## config.mk

```make
export PLATFORM = sky130hd
export DESIGN_NAME = pcpi_mul_arbiter
export DESIGN_NICKNAME = d
export VERILOG_FILES = /design/src/rtl/mul_arb_pkg.sv /design/src/rtl/rr_arbiter.sv /design/src/rtl/pcpi_mul_arbiter.sv
export SDC_FILE = /design/constraint.sdc
export NUM_CORES = 1
export LEC_CHECK = 0
export ABC_AREA = 1
export CAP_MARGIN = 20
export CORE_AREA = 2 2 156 158
export DETAILED_ROUTE_END_ITERATION = 16
export DIE_AREA = 0 0 158 160
export GPL_ROUTABILITY_DRIVEN = 0
export SYNTH_ARGS = -nofsm -noshare
export SYNTH_HDL_FRONTEND = slang
export SYNTH_SLANG_ARGS = --single-unit
export TNS_END_PERCENT = 30
```

## constraint.sdc

```tcl
create_clock -name clk -period 1.3 [get_ports clk]
set_input_delay 0.26 -clock clk [delete_from_list [all_inputs] [get_ports clk]]
set_output_delay 0.26 -clock clk [all_outputs]
set_load 0.02 [all_outputs]
```

## src/rtl/mul_arb_pkg.sv

```systemverilog
// mul_arb_pkg: shared constants, FSM state type and M-extension multiply decode for pcpi_mul_arbiter.
package mul_arb_pkg;
  localparam logic [6:0] OPC_OP = 7'b0110011;
  localparam logic [6:0] F7_MULDIV = 7'b0000001;
  typedef enum logic [1:0] {
    IDLE,
    WAIT,
    RESP
`ifdef MUL_ARB_TIMEOUT_EN
    , DRAIN
`endif
  } state_t;
  function automatic logic is_mul_insn(input logic [31:0] insn);
    return insn[6:0] == OPC_OP && insn[31:25] == F7_MULDIV && !insn[14];
  endfunction
endpackage

```

## src/rtl/rr_arbiter.sv

```systemverilog
// rr_arbiter: combinational round-robin pick, searching upward from last+1 with wrap-around.
module rr_arbiter #(
  parameter int NREQ = 2
) (
  input  logic [NREQ-1:0]         req,
  input  logic [$clog2(NREQ)-1:0] last,
  output logic [NREQ-1:0]         gnt,
  output logic [$clog2(NREQ)-1:0] idx,
  output logic                    any
);
  always_comb begin
    gnt = '0;
    idx = '0;
    any = 1'b0;
    for (int k = 1; k <= NREQ; k++) begin
      if (!any && req[(int'(last) + k) % NREQ]) begin
        any = 1'b1;
        idx = $clog2(NREQ)'((int'(last) + k) % NREQ);
        gnt[(int'(last) + k) % NREQ] = 1'b1;
      end
    end
  end
endmodule

```

## src/rtl/pcpi_mul_arbiter.sv

```systemverilog
// pcpi_mul_arbiter: shares one downstream PCPI multiplier among NREQ requesters, round-robin.
// Define MUL_ARB_TIMEOUT_EN to add the WAIT watchdog, DRAIN state and timeout_seen status.
module pcpi_mul_arbiter
  import mul_arb_pkg::*;
#(
  parameter int NREQ = 2,
  parameter int TIMEOUT = 64,
  parameter int DRAIN_CYCLES = 4
) (
  input  logic                 clk,
  input  logic                 reset,
  input  logic [NREQ-1:0]      s_valid,
  input  logic [32*NREQ-1:0]   s_insn,
  input  logic [32*NREQ-1:0]   s_rs1,
  input  logic [32*NREQ-1:0]   s_rs2,
  output logic [NREQ-1:0]      s_wr,
  output logic [32*NREQ-1:0]   s_rd,
  output logic [NREQ-1:0]      s_wait,
  output logic [NREQ-1:0]      s_ready,
  output logic                 m_valid,
  output logic [31:0]          m_insn,
  output logic [31:0]          m_rs1,
  output logic [31:0]          m_rs2,
`ifdef MUL_ARB_TIMEOUT_EN
  output logic                 timeout_seen,
`endif
  input  logic                 m_wr,
  input  logic [31:0]          m_rd,
  input  logic                 m_ready
);
  localparam int IW = $clog2(NREQ);
  state_t state, state_n;
  logic [NREQ-1:0] elig, gnt, sel;
  logic [IW-1:0] idx, last;
  logic any, wr_q;
  logic [31:0] rd_q;
`ifdef MUL_ARB_TIMEOUT_EN
  logic [31:0] cnt;
  logic to_q, expired;
  assign expired = state == WAIT && !m_ready && cnt == 32'(TIMEOUT - 1);
`endif

  generate
    if (NREQ < 2 || NREQ > 8 || TIMEOUT < 1 || DRAIN_CYCLES < 1) begin : g_bad_cfg
      $error("pcpi_mul_arbiter: NREQ must be 2..8, TIMEOUT and DRAIN_CYCLES at least 1");
    end
  endgenerate

  always_comb
    for (int i = 0; i < NREQ; i++)
      elig[i] = s_valid[i] && is_mul_insn(s_insn[32*i +: 32]);

  rr_arbiter #(.NREQ(NREQ)) u_rr (
    .req (elig),
    .last(last),
    .gnt (gnt),
    .idx (idx),
    .any (any)
  );

  always_comb begin
    state_n = state;
    case (state)
      IDLE: state_n = any ? WAIT : IDLE;
`ifdef MUL_ARB_TIMEOUT_EN
      WAIT: state_n = (m_ready || expired) ? RESP : WAIT;
      RESP: state_n = to_q ? DRAIN : IDLE;
      DRAIN: state_n = cnt == 32'(DRAIN_CYCLES - 1) ? IDLE : DRAIN;
`else
      WAIT: state_n = m_ready ? RESP : WAIT;
      RESP: state_n = IDLE;
`endif
      default: state_n = IDLE;
    endcase
  end

  always_ff @(posedge clk) begin
    if (reset) begin
      state <= IDLE;
      sel <= '0;
      last <= IW'(NREQ - 1);
      rd_q <= '0;
      wr_q <= 1'b0;
      m_valid <= 1'b0;
`ifdef MUL_ARB_TIMEOUT_EN
      cnt <= '0;
      to_q <= 1'b0;
      timeout_seen <= 1'b0;
`endif
    end else begin
      state <= state_n;
      if (state == IDLE && any) begin
        sel <= gnt;
        last <= idx;
        m_valid <= 1'b1;
      end
      // m_valid falls on the same edge that samples m_ready so the op is never reissued
      if (state == WAIT && m_ready) begin
        rd_q <= m_rd;
        wr_q <= m_wr;
        m_valid <= 1'b0;
      end
`ifdef MUL_ARB_TIMEOUT_EN
      cnt <= (state == WAIT || state == DRAIN) ? cnt + 32'd1 : '0;
      if (state == IDLE) to_q <= 1'b0;
      if (expired) begin
        rd_q <= '0;
        wr_q <= 1'b0;
        m_valid <= 1'b0;
        to_q <= 1'b1;
        timeout_seen <= 1'b1;
      end
`endif
    end
  end

  always_comb begin
    m_insn = '0;
    m_rs1 = '0;
    m_rs2 = '0;
    for (int i = 0; i < NREQ; i++) begin
      s_ready[i] = state == RESP && sel[i];
      s_wr[i] = s_ready[i] && wr_q;
      s_rd[32*i +: 32] = s_ready[i] ? rd_q : '0;
      s_wait[i] = elig[i] && !s_ready[i];
      if (m_valid && sel[i]) begin
        m_insn = s_insn[32*i +: 32];
        m_rs1 = s_rs1[32*i +: 32];
        m_rs2 = s_rs2[32*i +: 32];
      end
    end
  end
endmodule

```

==> results.md, run 1 <==
* Num CTS Buffers at 5
* Slew headroom at about four fifths
* Hold path start: m_rd[21]
* Post-Synthesis Cells at around 620
* Die height at ~160 µm
* Crit-path max FO at 2
* Die width at around 160 µm
* Failing checks: negative setup slack
* Maximum Capacitance Violations at 0
* Critical path type: in -> out
* Critical Path Start: s_insn[32]
* Skew final at approximately 0.0087 ns
* Post-synthesis cell type count at 23
* All-Layer GR Usage at between 10% and 20%
* Fillcell total at ~2400
* Full die area at 25280 µm²
* Final HPWL from detailed placement at about 16 mm
* Crit-path cells: clkdlybuf4s50_1, nand2_1, inv_2, nand2_1, nor2_2, nand2_2, nor2_1, buf_4
* First-pass GRT wire length at 30.88 mm
* Tmin final at roughly 1.8 ns
* Hold Path Class: in -> reg
* DR WL met3 at 1.916 mm
* Wire length per cell at about 17 µm
* Hold Buf Count CTS at 0
* # nets final at between 1000 and 1500
* # IOs at between 300 and 400
* Yosys top cell by area: dfxtp_1
* Top Family by Delay on Critical Path: buffers and inverters
* Overflow after GRT at 0
* Clk_lat worst skew at 0.29 ns
* Met1 wire length at 9.149 mm
* DR vias/cell at 4.249
* Vias in the first global route at 5665
* WL met2 at 11.79 mm
* CTS tree: done
* Fin crit share at 139.1%
* Clock-pin slew on the worst setup and hold paths at ~0.070 ns
* Antenna Nets Post-Route at 0
* Core Footprint at approximately 24000 µm²
* Final setup fails at about 170
* Iter 0 DRT Violations at between 150 and 200
* DR DRC count at 0
* Worst Path Buf+Inv at 3
* Root Driver: clkbuf_16
* Crit path arrival time at ~1.6 ns
* Ys Warns at 0
* Largest net degree at the start of global routing at 35
* Clock Path Buffers at 2
* Row count at 57
* Antenna cells at 0
* Post-synth top area share at between 20% and 30%
* CTS H-tree depth at 2
* Status: finished, violations left
* Mapped Area at approximately 3400 µm²
* Critical Path RT at about 1.0 ns
* Fraction of layout cells with a size suffix above 1 at a little over two fifths
* Vias at 5911
* Initial antenna violation count at 0
* Area delta synth->final at 191.0%
* Max rail drop VDD at between 0.4 and 0.5 mV
* Flops & latches, synth at 39
* Setup slack at placement at -1.007 ns
* Unrepaired setup endpoints after global routing: true
* CP max stage delay at approximately 0.50 ns
* Slowest CP cell: clkdlybuf4s50_1
* TNS Setup at -61.59 ns
* Routed wire length at 23.14 mm
* Syn avg cell area at 5.454 µm²
* Setup crit end kind: output port
* Leakage at 0.003976 µW
* Final Hold Vio Count at 0
* Worst r2r src: state[1]$_SDFF_PP0_
* Worst Setup Start Kind: input pin
* Clk sink count at 39
* Least-Margin Pin Slew at 0.2964 ns
* CP most frequent cell: nand2_1
* Post-synthesis sequential area ratio at between 20% and 30%
* Setup ws final at -0.5084 ns
* Pwr dens at approximately 340 nW/µm²
* Tot Pwr at 3346 µW
* Syn Nets at 854
* Slew Viols, Final at 0
* Top Metal Used: met4
* Highest clock rate at between 0.5 and 0.6 GHz
* Initial core utilization at between 10% and 20%
* Port bufs at slightly below 400
* Post-DP Area at 8912 µm²
* Area contributors post-synth: dfxtp_1 23%, o21ai_0 17%, nand2_1 17%
* Fin area at approximately 9900 µm²
* Drt first pass iters at 4
## metrics by stage
step / hold slack [ns] / instances / utilization [%]
finish: 0.5170 / 1391 / 41.57
global route: 0.5274 / 1391 / 41.57
CTS: 0.5119 / 1372 / 38.62
detailed placement: 0.4990 / 1354 / 37.41
global placement: 0.4945 / 1354 / 37.41
floorplan: 0.3291 / 624 / -
## power breakdown
group / internal [µW] / switching (µW)
sequential: 1190 / 0.0197
clock: 709 / 522
combinational: 672 / 258
total: 2570 / 780
## logic make-up after synthesis
kind of cell	synth area share (%)
flops	22.94
simple gates	43.13
buf+inv	14.08
compound gates	19.85
## registers in the layout, summed over array words and instances, names as in the netlist
register  cells
last          1
m_valid       1
rd_q         32
sel           2
state         2
wr_q          1
## synthesized netlist by cell type, drive strengths merged
| master | instances |
|---|---|
| nand2 | 151 |
| o21ai | 130 |
| nand3 | 103 |
| nor2 | 91 |
| inv | 49 |
| dfxtp | 39 |
| buf | 35 |
| clkbuf | 19 |
| a21oi | 2 |
| nor3 | 2 |
| nand3b | 1 |
| o211ai | 1 |
| o21bai | 1 |
## what timing repair did
item | CTS | global route
setup buffers | 5 | 8
resized for setup | 615 | 365
gates cloned | 5 | 11
pin swaps | 2 | 9
setup endpoints to repair | 172 | 172
## placed cells by master (no fill, tap or decap), types with 4 or more instances in the layout
master           count
buf_4              111
nand3_2             11
clkdlybuf4s50_1    227
buf_16               7
nand3_1             91
buf_6               74
inv_1               43
buf_2               13
nand2_2             21
clkbuf_2             4
nor2_1              24
dfxtp_4              4
nor2_2              25
o21ai_1             36
buf_12              20
dfxtp_1             34
clkdlybuf4s15_2     16
clkbuf_16           13
nor2_4              42
buf_8                4
nand2_1            127
o21ai_0             28
o21ai_4             45
o21ai_2             21
## layer usage
metal	up-vias	track usage, %
li1	2928	-
met1	2718	17.96
met2	250	28.85
met3	15	3.501
met4	0	2.703
met5	-	0
## layout make-up
cell class | count | area (µm²) | share of cell area, %
clock buffers | 5 | 125.1 | 1.263
flip-flops and latches | 39 | 797.0 | 8.048
inverters | 49 | 201.4 | 2.034
well taps | 324 | 405.4 | 4.093
multi-input cells | 482 | 3251 | 32.82
clock inverters | 3 | 18.77 | 0.1895
repair buffers | 489 | 5105 | 51.55
## worst min-delay path, stage by stage
cell and delay [ns]:
clkdlybuf4s50_1 0.39, nand2_1 0.06, o21ai_1 0.05
## final timing paths
check / end / slack, ns / depth (start not counted)
max: s_wait[1] / -0.51 / 8
max reg2reg: sel[1]$_SDFFE_PP0P_ / 0.01 / 7
min: rd_q[21]$_SDFFE_PP0P_ / 0.52 / 3
min reg2reg: last$_SDFFE_PP1P_ / 0.53 / 2
No activity file was read; power rests on OpenSTA's default activity.
==> inputs of run 2 (changes only) <==
--- a/config.mk
+++ b/config.mk
@@ -11,6 +11,7 @@
 export DETAILED_ROUTE_END_ITERATION = 16
 export DIE_AREA = 0 0 158 160
 export GPL_ROUTABILITY_DRIVEN = 0
+export SKIP_CTS_REPAIR_TIMING = 1
 export SYNTH_ARGS = -nofsm -noshare
 export SYNTH_HDL_FRONTEND = slang
 export SYNTH_SLANG_ARGS = --single-unit
==> constraint.sdc (replaced) <==
create_clock -name clk -period 1.3 [get_ports clk]
set_input_delay 0.13 -clock clk [delete_from_list [all_inputs] [get_ports clk]]
set_output_delay 0.13 -clock clk [all_outputs]
set_load 0.02 [all_outputs]
==> run 2 against run 1 <==
- the flow still finishes with violations (negative setup slack)
- highest routed layer unchanged
- worst hold slack lost 0.12 ns
- design area fell by 8.2%
- register-to-register slack better by 0.02 ns
- largest power group unchanged
- worst setup slack better by 0.23 ns
- non-clock buffer count fell by 20
- power grew 4.1%
- via count down 1.2%
- die area is the same
- utilization decreased by 3.4 points
- cell count fell by 1.5%
- first-iteration DRC count rose by 42%
==> results.md, run 2 (synthesized netlist as in run 1, its figures left out) <==
* Maximum Capacitance Violations at 0 (unchanged)
* Fin area at 9089 µm² (-8.2%)
* RR Endpoint: state[0]$_SDFF_PP0_
* Most frequent cells in the layout: 214 x clkdlybuf4s50_1, 146 x nand2_1, 95 x buf_4
* Crit path arrival time at 1.45 ns (-0.10 ns)
* Setup crit end kind: output port
* Core Footprint at 23820 µm² (unchanged)
* Overflow after GRT at 0 (unchanged)
* Unrepaired setup endpoints after global routing: true
* CP max stage delay at 0.38 ns (-0.12 ns)
* Slew headroom at 81.88% (+1.7 points)
* Max reg flops at 32 (unchanged)
* Skew final at 0.007010 ns (-0.001679 ns)
* Cells after DPL at 1339 (-1.1%)
* Least-Margin Pin Slew at 0.2708 ns (-0.02555 ns)
* DR DRC count at 0 (unchanged)
* Failing checks: negative setup slack
* Fraction of layout cells with a size suffix above 1 at 31.26% (-11 points)
* Top Metal Used: met4
* WL met2 at 10.99 mm (-6.8%)
* Row count at 57 (unchanged)
* Crit-path cells: buf_4, buf_12, nand3_1, o21ai_4, clkbuf_2
* DR WL met3 at 2.094 mm (+9.3%)
* DR vias/cell at 4.265 (+0.36%)
* Slew Viols, Final at 0 (unchanged)
* # IOs at 397 (unchanged)
* Hold path depth at 3 (unchanged)
* Fin crit share at 121.3% (-18 points)
* Initial antenna violation count at 0 (unchanged)
* Full die area at 25280 µm² (unchanged)
* Antenna Nets Post-Route at 0 (unchanged)
* Tmin final at 1.576 ns (-0.2319 ns)
* Iter 0 DRT Violations at 283 (+42%)
* Setup ws final at -0.2765 ns (+0.2319 ns)
* Final Hold Vio Count at 0 (unchanged)
* Hold EP: rd_q[11]$_SDFFE_PP0P_
* Clock Path Buffers at 2 (unchanged)
* Pwr dens at 383.3 nW/µm² (+13%)
* Vias at 5843 (-1.2%)
* Hold_ws at 0.3976 ns (-0.1194 ns)
* Most flop-heavy register: rd_q
* Critical Path RT at 1.17 ns (+0.13 ns)
* Fin cells at 1370 (-1.5%)
* # nets final at 1276 (-1.5%)
* Max rail drop VDD at 0.6034 mV (+46%)
* Final setup fails at 168 (unchanged)
* Hold Path Class: in -> reg
* Post-DP Area at 8569 µm² (-3.8%)
* Setup slack at placement at -0.7635 ns (+0.2440 ns)
* Vias in the first global route at 5369 (-5.2%)
* Met1 wire length at 9.075 mm (-0.81%)
* First-pass GRT wire length at 28.22 mm (-8.6%)
* Slowest CP cell: dfxtp_4
* Clk sink count at 39 (unchanged)
* Commonest non-fill, non-tap cell in the layout: clkdlybuf4s50_1
* Utilization after layout at 38.16% (-3.4 points)
* CTS tree: done
* Largest net degree at the start of global routing at 57 (+63%)
* Area delta synth->final at 167.1%
* Die height at 160 µm (unchanged)
* Clock-pin slew on the worst setup and hold paths at 0.06 ns (about the same)
* Hold path start: m_rd[11]
* Routed wire length at 22.60 mm (-2.3%)
* Antenna cells at 0 (unchanged)
* Highest clock rate at 0.6343 GHz (+15%)
* Largest registers: rd_q x32, sel x2, state x2
* Worst r2r src: state[0]$_SDFF_PP0_
* R2R depth at 6 (-1)
* Leakage at 0.004425 µW (+11%)
* Root Driver: clkbuf_16
* Worst Setup Start Kind: flop
* Crit-path max FO at 20 (+18)
* Final HPWL from detailed placement at 15.26 mm (-2.5%)
* Clk_lat worst skew at 0.28 ns (about the same)
* Critical path type: reg -> out
* Status: finished, violations left
* Drt first pass iters at 4 (unchanged)
* Wire length per cell at 16.50 µm (-0.84%)
* Die width at 158 µm (unchanged)
* Initial core utilization at 14.29% (unchanged)
* Num CTS Buffers at 5 (unchanged)
* Port bufs at 396 (unchanged)
* Reg-to-reg slack, setup at 0.03 ns (+0.02 ns)
* All-Layer GR Usage at 14.00% (-1.4 points)
* CTS H-tree depth at 2 (unchanged)
==> run 2: report_power, final <==
| group | internal, µW | switching [µW] | leakage, µW |
|---|---|---|---|
| registers | 1190 | 0.0168 | 0.000318 |
| logic | 663 | 244 | 0.00403 |
| clock network | 896 | 495 | 0.0000802 |
| total | 2750 | 738 | 0.00442 |
==> run 2: worst max-delay path, delay by kind of cell, from the launching register on <==
| kind | cells | cell delay (ns) |
|---|---|---|
| buffers and inverters | 3 | 0.53 |
| AO/OA/AOI/OAI | 1 | 0.08 |
| AND/OR/NAND/NOR | 1 | 0.16 |
| flip-flops | 1 | 0.38 |
==> run 2: worst max path at each step <==
stage | from | to | slack [ns]
6_report | sel[1]$_SDFFE_PP0P_ | m_insn[2] | -0.28
5_1_grt | state[1]$_SDFF_PP0_ | s_rd[51] | -0.33
4_1_cts | sel[1]$_SDFFE_PP0P_ | m_rs2[5] | -0.89
3_5_place_dp | s_insn[32] | s_wait[1] | -0.76
2_1_floorplan | sel[1]$_SDFFE_PP0P_ | s_rd[33] | -0.04
3_3_place_gp | s_insn[32] | s_wait[1] | -0.76
==> run 2: layout make-up <==
type                       count  area, µm²
clock buffer                   5      125.1
multi-input combinational    482       2826
clock inverter                 2      36.28
tap                          324      405.4
timing repair buffer         469       4705
fill                        2526      14730
inverter                      49      193.9
sequential                    39      797.0
==> run 2: metrics by stage <==
step	total power (µW)	setup TNS, ns
6_report	3484	-33.33
5_1_grt	3638	-44.98
4_1_cts	3521	-121.80
3_5_place_dp	2113	-73.43
3_3_place_gp	2106	-73.44
2_1_floorplan	1358	-1.534
==> run 2: routing by layer <==
metal / global-route usage (%) / vias to the layer above
met3: 3.528 / 25
met4: 3.276 / 0
met2: 25.28 / 282
li1: - / 2872
met5: 0 / -
met1: 16.45 / 2664
